<file path="src/rtl/bounce_pattern_decoder.sv">
// Purpose: decode a bouncing one-hot pattern into position/direction, lock onto the sweep, flag errors.
// Latency: 1 cycle; every output is registered and reflects the sample captured on the previous edge.
// Backpressure: none; q_in is only evaluated when ena=1. Optional error counter: BOUNCE_DEC_ERRCNT_EN.
module bounce_pattern_decoder #(
   parameter int N          = 8,   // pattern width, >= 3
   parameter int CNT_W      = 8,   // period_count width
   parameter int LOCK_COUNT = 2    // consecutive consistent steps to lock, 1..15
) (
   input  logic                   clk,
   input  logic                   rstna,
   input  logic                   ena,
   input  logic [N-1:0]           q_in,
   output logic [$clog2(N)-1:0]   pos,
   output logic                   dir,
   output logic                   locked,
   output logic                   tc,
   output logic [CNT_W-1:0]       period_count,
   output logic                   err,
   output logic                   onehot_err
`ifdef BOUNCE_DEC_ERRCNT_EN
   ,
   input  logic                   err_clr,
   output logic [7:0]             err_count
`else
`endif
);

   localparam int PW = $clog2(N);

   localparam logic [1:0] SEARCH  = 2'd0;
   localparam logic [1:0] ACQUIRE = 2'd1;
   localparam logic [1:0] LOCKED  = 2'd2;

   localparam logic [N-1:0] ONE_N  = {{(N-1){1'b0}}, 1'b1};
   localparam logic [3:0]   LOCK_N = 4'(LOCK_COUNT);

   logic [1:0]       state;
   logic [3:0]       match_cnt;

   logic             valid;
   logic [PW-1:0]    idx;
   logic [PW-1:0]    exp_pos;
   logic             exp_dir;
   logic             adj_up;
   logic             adj_dn;
   logic             hit;

   logic [1:0]       nxt_state;
   logic [PW-1:0]    nxt_pos;
   logic             nxt_dir;
   logic [3:0]       nxt_mc;
   logic [CNT_W-1:0] nxt_pc;
   logic             nxt_tc;
   logic             nxt_err;
   logic             nxt_oh;

   // Exactly one bit set: non-zero and clearing the lowest set bit leaves nothing.
   assign valid = (q_in != '0) && ((q_in & (q_in - ONE_N)) == '0);

   // Binary index of the set bit (only meaningful when valid).
   always_comb begin
      idx = '0;
      for (int i = 0; i < N; i++) begin
         if (q_in[i]) idx = PW'(i);
      end
   end

   // Next position the generator should produce, turning around at either end.
   always_comb begin
      exp_pos = pos;
      exp_dir = dir;
      if (dir) begin
         if (pos == '0) begin
            exp_pos = PW'(1);
            exp_dir = 1'b0;
         end else begin
            exp_pos = pos - PW'(1);
            exp_dir = 1'b1;
         end
      end else begin
         if (pos == PW'(N-1)) begin
            exp_pos = PW'(N-2);
            exp_dir = 1'b1;
         end else begin
            exp_pos = pos + PW'(1);
            exp_dir = 1'b0;
         end
      end
   end

   // Adjacency is compared one bit wider so pos=N-1 (+1) cannot alias to index 0.
   assign adj_up = ({1'b0, idx} == ({1'b0, pos} + (PW+1)'(1)));
   assign adj_dn = (({1'b0, idx} + (PW+1)'(1)) == {1'b0, pos});
   assign hit    = valid && (idx == exp_pos);

   // Tracking state machine: search for a valid sample, acquire consistent steps, then police the sweep.
   always_comb begin
      nxt_state = state;
      nxt_pos   = pos;
      nxt_dir   = dir;
      nxt_mc    = match_cnt;
      nxt_pc    = period_count;
      nxt_tc    = 1'b0;
      nxt_err   = 1'b0;
      nxt_oh    = 1'b0;
      if (ena) begin
         nxt_oh = !valid;
         case (state)
            SEARCH: begin
               if (valid) begin
                  nxt_pos   = idx;
                  nxt_mc    = '0;
                  nxt_state = ACQUIRE;
               end
            end
            ACQUIRE: begin
               if (!valid) begin
                  nxt_state = SEARCH;
                  nxt_mc    = '0;
               end else if (match_cnt == '0) begin
                  // First step only establishes a direction from any neighbour.
                  nxt_pos = idx;
                  if (adj_up || adj_dn) begin
                     nxt_dir = adj_dn;
                     nxt_mc  = 4'd1;
                     if (LOCK_N == 4'd1) nxt_state = LOCKED;
                  end
               end else if (hit) begin
                  nxt_pos = exp_pos;
                  nxt_dir = exp_dir;
                  nxt_mc  = match_cnt + 4'd1;
                  if ((match_cnt + 4'd1) == LOCK_N) nxt_state = LOCKED;
               end else begin
                  nxt_pos = idx;
                  nxt_mc  = '0;
               end
            end
            LOCKED: begin
               if (hit) begin
                  nxt_pos = exp_pos;
                  nxt_dir = exp_dir;
                  if (idx == '0) begin
                     nxt_tc = 1'b1;
                     nxt_pc = period_count + CNT_W'(1);
                  end
               end else begin
                  // Any deviation, including a stalled repeat, drops lock.
                  nxt_err = 1'b1;
                  nxt_mc  = '0;
                  if (valid) begin
                     nxt_pos   = idx;
                     nxt_state = ACQUIRE;
                  end else begin
                     nxt_state = SEARCH;
                  end
               end
            end
            default: begin
               nxt_state = SEARCH;
               nxt_mc    = '0;
            end
         endcase
      end
   end

   // Register state and all outputs.
   always_ff @(posedge clk or negedge rstna) begin
      if (!rstna) begin
         state        <= SEARCH;
         pos          <= '0;
         dir          <= 1'b1;
         match_cnt    <= '0;
         period_count <= '0;
         tc           <= 1'b0;
         err          <= 1'b0;
         onehot_err   <= 1'b0;
      end else begin
         state        <= nxt_state;
         pos          <= nxt_pos;
         dir          <= nxt_dir;
         match_cnt    <= nxt_mc;
         period_count <= nxt_pc;
         tc           <= nxt_tc;
         err          <= nxt_err;
         onehot_err   <= nxt_oh;
      end
   end

   assign locked = (state == LOCKED);

`ifdef BOUNCE_DEC_ERRCNT_EN
   // Saturating error counter; updates on the same edge the err/onehot_err pulse is raised, clear wins.
   always_ff @(posedge clk or negedge rstna) begin
      if (!rstna) begin
         err_count <= '0;
      end else if (err_clr) begin
         err_count <= '0;
      end else if ((nxt_err || nxt_oh) && (err_count != 8'hFF)) begin
         err_count <= err_count + 8'd1;
      end
   end
`else
   // Error counter not built.
`endif

endmodule

</file>
<file path="config.mk">
export PLATFORM = sky130hd
export DESIGN_NAME = bounce_pattern_decoder
export DESIGN_NICKNAME = d
export VERILOG_FILES = /design/src/rtl/bounce_pattern_decoder.sv
export SDC_FILE = /design/constraint.sdc
export NUM_CORES = 1
export LEC_CHECK = 0
export BUFFER_PORTS_ARGS = -buffer_cell sky130_fd_sc_hd__buf_2
export CAP_MARGIN = 20
export CORE_AREA = 2 2 60 62
export DETAILED_ROUTE_END_ITERATION = 6
export DIE_AREA = 0 0 62 64
export PLACE_DENSITY = 0.79
export SLEW_MARGIN = 20
export SYNTH_ARGS = -nofsm -noshare
export SYNTH_HDL_FRONTEND = slang
export SYNTH_SLANG_ARGS = --single-unit
</file>
<file path="constraint.sdc">
create_clock -name clk -period 3.5 [get_ports clk]
set_input_delay 0.7 -clock clk [delete_from_list [all_inputs] [get_ports clk]]
set_output_delay 0.7 -clock clk [all_outputs]
set_load 0.01 [all_outputs]
</file>
## Yosys cells after proc, flatten, opt, wreduce, memory -nomap -nowiden

Cells that the tools add are included.

| word-level totals | value |
|---|---|
| bits in registers | 21 |
| input port bits | 11 |
| output and inout bits | 16 |
| logic and storage cells | 95 |

| operators by class | value |
|---|---|
| add/subtract/negate cells | 7 |
| equality and inequality tests | 15 |
| multiplexer cells | 47 |
| bitwise logic cells | 1 |
| reduce and logical (&&, ||, !) cells | 17 |

Operator list:

| cell | number |
|---|---|
| $mux W3 | 13 |
| $mux W4 | 6 |
| $mux W1 | 17 |
| $mux W2 | 7 |
| $ne A3 B3 Y1 const B | 4 |
| $pmux W4 S3 | 1 |
| $reduce_and A4 Y1 | 3 |
| $pmux W3 S3 | 1 |
| $add A3 B1 Y4 const B | 2 |
| $add A8 B1 Y8 const B | 1 |
| $and A8 B8 Y8 | 1 |
| $logic_not A8 Y1 | 1 |
| $reduce_bool A8 Y1 | 1 |
| $sub A8 B1 Y8 const B | 1 |
| $logic_not A3 Y1 | 2 |
| $ne A2 B2 Y1 const B | 3 |
| $pmux W2 S3 | 1 |
| $reduce_and A6 Y1 | 1 |
| $add A4 B1 Y4 const B | 1 |
| $eq A3 B4 Y1 | 1 |
| $eq A4 B2 Y1 const B | 1 |
| $eq A4 B3 Y1 | 1 |
| $logic_not A4 Y1 | 1 |
| $ne A4 B4 Y1 const B | 1 |
| 14 further kinds | 15 |

## Depth between registers and ports, before layout

| depth | value |
|---|---|
| depth in word-level cells | 14 |
| depth in mapped cells | 11 |
| depth with buffers taken out | 11 |

## Least setup slack after synthesis

No wires, ideal clock.

| timing path | value |
|---|---|
| kind | in2reg |
| from | in q_in[1] |
| to | reg match_cnt[3] |
| setup time | 0.125 ns |
| data arrival time | 2.765 ns |
| data required time | 3.375 ns |
| setup slack | 0.610 ns |
| stages | 11 |
| path buffers | 0 |
| path through | nor2b_1 -> o21ai_0 -> nand2_1 -> ha_1 -> xor2_1 -> xnor2_1 -> or3_1 -> nand3_1 -> o22ai_1 -> a31oi_4 -> mux2_4 |

| on the way | value |
|---|---|
| cells in the longest elaborated chain, start to end | 13 |

RTL lines:

| element | RTL line | text |
|---|---|---|
| start, declared | 12 | `input logic [N-1:0] q_in,` |
| branches (longest 13 deep; another with $add A3 B1 Y4) | -- |  |
| end signal, assigned | 181 | `match_cnt <= nxt_mc;` |
| end, declared | 38 | `logic [3:0] match_cnt;` |

Several ways; the timed one is not identified.
A chain may end at the register's enable or synchronous reset.

## Final worst setup path

| timing path | value |
|---|---|
| from | reg pos[1] |
| to | reg state[0] |

| on the way | value |
|---|---|
| cells in the longest elaborated chain, start to end | 7 |

RTL lines:

| element | RTL line | text |
|---|---|---|
| start, declared | 13 | `output logic [$clog2(N)-1:0] pos,` |
| start signal, assigned | 179 | `pos <= nxt_pos;` |
| $add A3 B1 Y3 (tied with other cells) | 85 | `exp_pos = pos + PW'(1);` |
| $mux W3 (on tied branches) | 81, 73 |  |
| $mux W3 (*) | 72 | `if (dir) begin` |
| $eq A3 B3 Y1 (*) | 94 | `assign hit = valid && (idx == exp_pos);` |
| $logic_and A1 B1 Y1 (*) | 94 |  |
| $ne A3 B3 Y1 (no line) / $ne A2 B2 Y1 (equally long branches) | -- |  |
| $reduce_and A6 Y1 (no line) (*) | -- |  |
| end signal, assigned | 178 | `state <= nxt_state;` |
| end, declared | 37 | `logic [1:0] state;` |

Mark *: on every way between the ends. The rest lies on a longest branch, timed or not.

==> summary.md <==
| Metric | Value |
|---|---|
| Detail Route Antenna Nets | 0 |
| Crit share post-route | 0.8567 |
| Vias | 1521 |
| Num rows | 21 |
| Die H | 64 um |
| Worst slew margin | 0.5992 |
| CTS sink cnt | 21 |
| CTS tree | yes |
| GR Overflow Total | 0 |
| Clk pwr share | 0.159 |
| Synth warn | 0 |
| Post-CTS Hold Buffers | 0 |
| Placer Congestion | 0.8831 |
| DRC | 0 |
| Reg2reg end | state[0] |
| Wire per inst | 13.78 um |
| Core footprint | 0.003284 mm2 |
| Int Pwr | 454.4 uW |
| WL final | 3625 um |
| Logic pwr share | 0.461 |
| CTS resizes | 0 |
| R2r worst-path depth | 9 |
| # fillers | 311 |
| R2R Setup Slk | 0.50 ns |
| Initial antenna violation count | 0 |
| Area of the multi-input gates | 0.001185 mm2 |
| I/O Pins | 27 |
| Slew @ Worst Pin | 0.5971 ns |
| Req. time, crit path | 3.71 ns |
| FMAX | 0.3335 GHz |
| Reg area | 526.8 um2 |
| Sw frac | 0.3926 |
| Dpl ws | 0.3022 ns |
| Port bufs | 26 |
| Synthesized flop and latch total | 21 |
| Vias in the first global route | 1433 |
| Fin nets | 244 |
| Setup Total Neg Slack | 0 ns |
| Iteration-0 DRC Markers | 62 |
| Router iterations before antenna repair | 6 |
| Share of layout cells above drive strength 1 | 0.2028 |
| RSZ-0062 raised after global routing | no |
| Final hold viol count | 0 |
| Worst vdd ir | 153.3 uV |
| Inserted Clock Buffers | 3 |
| Startpoint Class | flop |
| Post-layout min period | 2.998 ns |
| Crit end category | flop |
| Non-filler cells, final | 263 |
| Initial Util | 0.5467 |
| Clock root buffer | clkbuf_4 |
| Commonest non-fill, non-tap cell in the layout | buf_2 |
| Detailed placer's ending HPWL | 2869 um |
| Largest net degree at the start of global routing | 22 |
| Crit path DAT | 3.20 ns |
| Ys flop type | dfrtp_1 |
| P&R area growth vs syn | 10.80% |
| Post CTS Setup Buffer Count | 0 |
| Sw Pwr | 293.8 uW |
| Clock tree buffer depth | 2 |
| PwrDens | 376.1 mW/mm2 |
| Worst min-delay path class | in -> async |
| Max_cap viols | 0 |
| Slew Limit Fails | 0 |
| Cell Count Post-Placement | 259 |
| Register area share after synthesis | 0.2934 |
| Worst-skew pair later-pin latency | 0.30 ns |
| Mapped Cells | 190 |
| Leakage power | 0.0009389 uW |
| Reg2reg start | pos[1] |
| Die area | 0.003968 mm2 |
| CP Class | reg -> reg |
| Post-synth EDFFs | 0 |
| Commonest cells after routing, fill and taps aside | buf_2 (26), dfrtp_1 (20), ha_1 (15) |
| Setup Viol. Count Final | 0 |
| Vias/cell | 5.783 |
| Diode count | 0 |
| PnR worst setup slack | 0.5017 ns |
| Syn nets | 216 |
| Die extent in x | 62 um |
| Sequential fraction of design power | 0.380 |
| Crit path max fanout | 6 |
| Clock skew | 0.006507 ns |
| CTS clock-pin slew for the worst setup and hold paths | 0.12 ns |
| First-pass GRT wire length | 6444 um |
| Total Power | 748.2 uW |
| Mapped cell area | 0.001795 mm2 |
| GRT Total Usage | 0.2093 |
| Syn avg cell area | 9.450 um2 |
| Yosys cell types | 60 |
| Run status | complete, no violations |
| Ys async rst share | 1.000 |
| H-tree Lvls | 1 |
[final cells by class]
| type | count | share of cell area |
|---|---|---|
| repair buffers | 28 | 0.07296 |
| inverters | 13 | 0.02453 |
| multi-input cells | 151 | 0.5956 |
| clock buffers | 4 | 0.01321 |
| well taps | 46 | 0.02893 |
| flip-flops and latches | 21 | 0.2648 |
[power by group through the flow]
stage          clock network [uW]  logic, uW  registers [uW]
2_1_floorplan                   0        282             284
3_3_place_gp                    0        343             288
3_5_place_dp                    0        345             288
4_1_cts                       122        347             284
5_1_grt                       137        385             288
6_report                      119        345             284
[sequential cells by signal, indices dropped and copies added (netlist names), named ones only]
register      count
err               1
period_count      8
match_cnt         4
onehot_err        1
dir               1
tc                1
pos               2
state             2
[routing by layer]
layer | vias to the layer above | wire, um | GRT usage
met5 | - | 0 | 0
met4 | 0 | 39 | 0.06117
met3 | 4 | 168 | 0.02024
met2 | 47 | 1746 | 0.3346
met1 | 731 | 1670 | 0.2926
li1 | 739 | - | -
[cells in the mapped netlist, types with 2 or more instances]
master | number | area (um2)
a2bb2oi_1 | 2 | 17.52
a31oi_2 | 2 | 25.02
ha_1 | 15 | 187.7
nand3_1 | 9 | 45.04
and2_1 | 3 | 18.77
and3_1 | 4 | 25.02
o21ai_0 | 4 | 20.02
nand2_1 | 12 | 45.04
o22ai_1 | 2 | 12.51
nand4_1 | 4 | 25.02
o21ai_1 | 3 | 15.01
nand2b_1 | 5 | 31.28
dfrtp_1 | 20 | 500.5
mux2_4 | 2 | 30.03
a21oi_1 | 7 | 35.03
xnor2_1 | 11 | 96.34
buf_4 | 2 | 15.01
a31oi_1 | 3 | 18.77
xor2_1 | 7 | 61.31
o211a_1 | 2 | 20.02
a211oi_1 | 2 | 15.01
nor3_1 | 3 | 15.01
nor2_1 | 12 | 45.04
nor2b_1 | 4 | 25.02
a32o_1 | 2 | 20.02
mux2i_1 | 2 | 20.02
inv_1 | 13 | 48.80
[per-stage QoR]
step / hold WS [ns] / util / instance area (um2)
after floorplan: 0.4044 / - / 1795
after global placement: 0.4563 / 0.5977 / 1963
after detailed placement: 0.4619 / 0.5977 / 1963
after CTS: 0.3479 / 0.6057 / 1989
after global routing: 0.3506 / 0.6057 / 1989
final: 0.3263 / 0.6057 / 1989
[worst max path at each step]
stage                               to  startpoint  depth (start not counted)
after global routing          state[0]      pos[1]                          9
after detailed placement  match_cnt[3]     q_in[1]                         12
after CTS                     state[0]      pos[1]                          9
after global placement    match_cnt[3]     q_in[1]                         12
after floorplan           match_cnt[3]     q_in[1]                         11
final                         state[0]      pos[1]                          9
[cell families after synthesis]
group | share of synthesized area
multiplexers | 0.04042
AND/OR/NAND/NOR | 0.2272
adder cells (fa/ha/maj) | 0.1045
buffers and inverters | 0.04668
flip-flops | 0.2934
XOR/XNOR | 0.08780
AO/OA/AOI/OAI | 0.2000
[critical path, cell delays in order (launching register included)]
cell       delay, ns
dfrtp_1         0.48
ha_1            0.24
ha_1            0.17
nor2b_1         0.19
a2bb2oi_1       0.24
and3b_1         0.25
nor4_2          0.58
nand3_1         0.16
a31oi_2         0.28
mux2_4          0.32
Power figures use the tool's default switching activity.
